==> src/rtl/gain_channel_scheduler.sv <==
// gain_channel_scheduler: picks the high-gain (c1) or low-gain (c2) ADC channel, with a timed window around each change. Optional manual override under GAIN_SCHED_FORCE_EN.
module gain_channel_scheduler #(
  parameter int HI_THRESH      = 960,
  parameter int LO_THRESH      = 384,
  parameter int RETURN_HOLD    = 256,
  parameter int TRANSITION_LEN = 16
) (
  input  logic        clk,
  input  logic        reset,
  input  logic        enable_3M,
  input  logic [10:0] data_c1,
  input  logic [10:0] data_c2,
`ifdef GAIN_SCHED_FORCE_EN
  input  logic        force_en,
  input  logic        force_sel,
`endif
  output logic        select,
  output logic        in_transition,
  output logic        overload_pulse
);
  typedef enum logic [1:0] {SEL_C1, TRANS_TO_C2, SEL_C2, TRANS_TO_C1} state_t;
  localparam int TW = $clog2(TRANSITION_LEN + 1);
  localparam logic [TW-1:0] TLEN = TW'(TRANSITION_LEN);
  localparam logic [15:0] RHOLD = 16'(RETURN_HOLD);
  state_t        r_state;
  logic [15:0]   r_quiet;
  logic [TW-1:0] r_tcnt;
  logic [10:0]   w_mag_c1, w_mag_c2;
  logic [15:0]   w_quiet_inc;
  logic          w_ovl, w_quiet, w_tlast;
  // -1024 negates to itself, which reads as 1024 when taken as unsigned
  assign w_mag_c1    = data_c1[10] ? -data_c1 : data_c1;
  assign w_mag_c2    = data_c2[10] ? -data_c2 : data_c2;
  assign w_ovl       = w_mag_c1 >= 11'(HI_THRESH);
  assign w_quiet     = w_mag_c2 < 11'(LO_THRESH);
  assign w_quiet_inc = r_quiet + 16'd1;
  assign w_tlast     = r_tcnt == TW'(1);
  always_ff @(posedge clk or negedge reset) begin
    if (!reset) begin
      r_state        <= SEL_C1;
      r_quiet        <= '0;
      r_tcnt         <= '0;
      select         <= 1'b0;
      in_transition  <= 1'b0;
      overload_pulse <= 1'b0;
    end else begin
      overload_pulse <= 1'b0;
      if (enable_3M) begin
`ifdef GAIN_SCHED_FORCE_EN
        if (force_en) begin
          select        <= force_sel;
          r_state       <= force_sel ? SEL_C2 : SEL_C1;
          r_quiet       <= '0;
          r_tcnt        <= '0;
          in_transition <= 1'b0;
        end else
`endif
        case (r_state)
          SEL_C1: if (w_ovl) begin
            select         <= 1'b1;
            overload_pulse <= 1'b1;
            r_tcnt         <= TLEN;
            in_transition  <= 1'b1;
            r_state        <= TRANS_TO_C2;
          end
          TRANS_TO_C2: begin
            r_tcnt <= r_tcnt - TW'(1);
            if (w_tlast) begin
              r_state       <= SEL_C2;
              r_quiet       <= '0;
              in_transition <= 1'b0;
            end
          end
          SEL_C2: if (!w_quiet) r_quiet <= '0;
          else if (w_quiet_inc == RHOLD) begin
            r_quiet       <= '0;
            select        <= 1'b0;
            r_tcnt        <= TLEN;
            in_transition <= 1'b1;
            r_state       <= TRANS_TO_C1;
          end else r_quiet <= w_quiet_inc;
          TRANS_TO_C1: if (w_ovl) begin
            select         <= 1'b1;
            overload_pulse <= 1'b1;
            r_tcnt         <= TLEN;
            r_state        <= TRANS_TO_C2;
          end else begin
            r_tcnt <= r_tcnt - TW'(1);
            if (w_tlast) begin
              r_state       <= SEL_C1;
              in_transition <= 1'b0;
            end
          end
        endcase
      end
    end
  end
endmodule

==> config.mk <==
export PLATFORM = sky130hd
export DESIGN_NAME = gain_channel_scheduler
export DESIGN_NICKNAME = d
export VERILOG_FILES = /design/src/rtl/gain_channel_scheduler.sv
export SDC_FILE = /design/constraint.sdc
export NUM_CORES = 1
export LEC_CHECK = 0
export ABC_AREA = 1
export BUFFER_PORTS_ARGS = -buffer_cell sky130_fd_sc_hd__buf_2
export CAP_MARGIN = 40
export CORE_UTILIZATION = 61
export DETAILED_ROUTE_END_ITERATION = 6
export PLACE_DENSITY = 0.86
export SYNTH_ARGS = -nofsm -noshare
export SYNTH_HDL_FRONTEND = slang
export SYNTH_SLANG_ARGS = --single-unit
export TNS_END_PERCENT = 50
==> constraint.sdc <==
create_clock -name clk -period 5.3 [get_ports clk]
set_input_delay 0.265 -clock clk [delete_from_list [all_inputs] [get_ports clk]]
set_output_delay 0.265 -clock clk [all_outputs]
set_load 0.01 [all_outputs]
==> run_results.csv <==
group,metric,value,unit
status,status,"finished, final reports clean",
sta,fin_skew,5.08,ps
die,fp.dieW,58.4,µm
synthesis,syn_area,1940,µm²
drt,wl_per_cell,11.1,µm
die,rows,20,
drt,num_vias,1754,
drt,route.met3.wl,77,µm
worst_hold_path,hold_path_class,"input port to register",
global_routing,grt_pass1_vias,1584,
sta,hold_viol,0,
clocking,clk_latency,320,ps
placed_design,globalplace.congestion,0.822,
drt,drc,0,
global_routing,grt_usage,0.238,
pwr,ir_drop,0.000257,V
worst_setup_path,start_kind,"register",
drt,vias_per_cell,5.25,
cells_and_area,nets,326,
synthesis,yosysSeqAreaShare,0.336,
synthesis,syn_inst,261,
cells_and_area,multi_input_area,1130,µm²
placed_design,port_buffers,27,
placed_design,hpwl,2820,µm
worst_setup_path,rrSetupSlack,3050,ps
worst_setup_path,r2r-end,"r_quiet[0]",
die,die_y,58.4,µm
drt,ant_nets,0,
clocking,numCtsBuffers,3,
global_routing,grt_max_degree,27,
sta,fmax,443,MHz
synthesis,ys_ff_latch,26,
worst_setup_path,crit_end,"r_quiet[0]",
cells_and_area,drive_gt1_frac,0.214,
clocking,h-tree-depth,1,
global_routing,antenna_found_initial,0,
sta,drv_slew,0,
cells_and_area,num-fill-cells,253,
drt,detail_route.iter0.violations,84,
worst_setup_path,end_kind,"register",
global_routing,grt_first_pass_wirelength,6330,µm
worst_setup_path,ff2ff_path_depth,11,
global_routing,globalRouteOverflowTotal,0,
run,cap_violations,0,
die,ioPinCount,28,
sta,tns,0,ps
clocking,cts_buffer_depth,2,
clocking,clk_pin_slew,130,ps
worst_setup_path,worst_ep_required_time,5520,ps
sta,fin_crit,2250,ps
sta,rsz0062_at_grt,"no",
pwr,p_per_area,305,nW/µm²
clocking,cts_tree,"done",
pwr,p_total,654,µW
drt,drt-total-wl,3720,µm
cells_and_area,syn2layout_area_growth,10.7,%
worst_setup_path,worstSetupPathType,"register to register",
synthesis,ys.warnings.count,0,
die,die-area,3410,µm²
worst_setup_path,cp_max_fo,15,
die,initial_core_util,0.640,
synthesis,synth_cell_types,28,
pwr,p_leak,0.00104,µW
cells_and_area,final_util,0.709,
sta,whs,209,ps
drt,dr_wl_met2,1850,µm
sta,fin_crit_sh,0.425,
worst_setup_path,r2r-start,"r_quiet[0]",
drt,routedLengthMet1,1750,µm
drt,dr.pass1.iters,4,
worst_setup_path,cp-startpoint,"r_quiet[0]",
cells_and_area,seq_area,651,µm²
synthesis,syn_nets,295,
clocking,cts_root_buf,"clkbuf_4",
worst_hold_path,hp-start,"enable_3M",
die,core_area,3030,µm²
drt,top_layer,"met4",
worst_setup_path,arrival,2470,ps
sta,tightest_slew,597,ps
clocking,cts_setup_buffers,0,
clocking,ctsResizeCount,0,
synthesis,synth_area_per_cell,7.43,µm²
sta,slew_headroom,0.602,
clocking,cts_sinks,26,
sta,setup_viol,0,
cells_and_area,antenna_cells,0,
## metrics by stage
| stage | setup slack (ps) | cell area (µm²) | instances |
|---|---|---|---|
| 2_1_floorplan | 3460 | 1940 | 261 |
| 3_3_place_gp | 3250 | 2110 | 330 |
| 3_5_place_dp | 3180 | 2110 | 330 |
| 4_1_cts | 3070 | 2150 | 334 |
| 5_1_grt | 2860 | 2150 | 334 |
| 6_report | 3050 | 2150 | 334 |
## cells in the final DEF, fill, tap and decap left out
cell | netlist | routed
nor4_1 | 1 | 1
and3_1 | 1 | 1
nand2_4 | 2 | 2
nor2_1 | 20 | 20
nand2_1 | 76 | 76
nor2_4 | 5 | 5
nand3b_1 | 3 | 3
o22ai_1 | 4 | 4
xor2_1 | 3 | 3
o21ai_1 | 1 | 1
nor2_2 | 1 | 1
o21ai_0 | 5 | 5
nand4_1 | 8 | 8
a21oi_1 | 5 | 5
a211o_1 | 1 | 1
o211ai_1 | 1 | 1
buf_2 | 0 | 27
nand2_2 | 7 | 7
dlygate4sd3_1 | 0 | 1
nand3_1 | 23 | 23
o22ai_2 | 9 | 9
ha_1 | 9 | 9
nor3_1 | 2 | 2
clkbuf_4 | 0 | 3
o21ai_2 | 3 | 3
o211a_1 | 1 | 1
dfrtp_1 | 26 | 26
nand3_2 | 5 | 5
inv_1 | 37 | 37
## registers in the layout, summed over array words and instances, names as in the netlist
register	count
in_transition	1
overload_pulse	1
r_quiet	16
r_state	2
r_tcnt	5
select	1
## routing by layer
metal	GRT usage	vias up
met5	0	-
met4	0.0816	0
met1	0.290	816
met2	0.438	26
li1	-	907
met3	0.0242	5
## layout make-up
type	instances	share of cell area
sequential	26	0.303
tap	44	0.0257
clock buffer	3	0.0105
inverter	37	0.0647
multi-input combinational	196	0.528
timing repair buffer	28	0.0676
## cells in the mapped netlist
library cell,count,area [µm²]
nand2_1,76,285
nand3_2,5,50.1
o22ai_1,4,25.0
inv_1,37,139
ha_1,9,113
nor2_1,20,75.1
a211o_1,1,8.76
nand3_1,23,115
nand4_1,8,50.1
nand2_4,2,22.5
nand3b_1,3,22.5
clkbuf_1,1,3.75
a21oi_1,5,25.0
nand2_2,7,43.8
buf_6,1,11.3
o211ai_1,1,7.51
o21ai_1,1,5.00
o22ai_2,9,113
nor4_1,1,6.26
o21ai_2,3,26.3
o21ai_0,5,25.0
xor2_1,3,26.3
nor3_1,2,10.0
o211a_1,1,10.0
nor2_2,1,6.26
nor2_4,5,56.3
dfrtp_1,26,651
and3_1,1,6.26
## worst max-delay path: stages, from the launching register on
cell and delay, ps:
dfrtp_1 460, ha_1 240, nand2_2 90, nor2_4 210, nand3_1 90, nand2_1 70
nand2_1 60, nand2_1 110, nor2_4 50, nand2_1 80, nand3_2 340, o21ai_0 360
## worst min-delay path by stage
stage	end	slack, ps	cells after the start
after floorplan	in_transition	-30	0
after global placement	r_quiet[5]	300	1
after detailed placement	r_quiet[5]	300	1
after CTS	overload_pulse	200	3
after global routing	overload_pulse	210	3
final	overload_pulse	210	3
## cells by family (layout without fill, tap and decap cells)
kind of cell             after synthesis  after routing  synth area share
AO/OA/AOI/OAI                         30             30             0.127
adder cells (fa/ha/maj)                9              9            0.0581
XOR/XNOR                               3              3            0.0136
buffers and inverters                 39             68            0.0794
flip-flops                            26             26             0.336
AND/OR/NAND/NOR                      154            154             0.387
## report_power, final
part / internal [µW] / switching (µW)
Clock: 26.6 / 56.4
Sequential: 233 / 35.2
Combinational: 109 / 194
Total: 369 / 286
## what timing repair did
item,4_1_cts,5_1_grt
endpoints found under the hold margin,26,0
endpoints found under the setup margin,0,0
hold buffers,1,0
(Power assumes the default switching activity.)
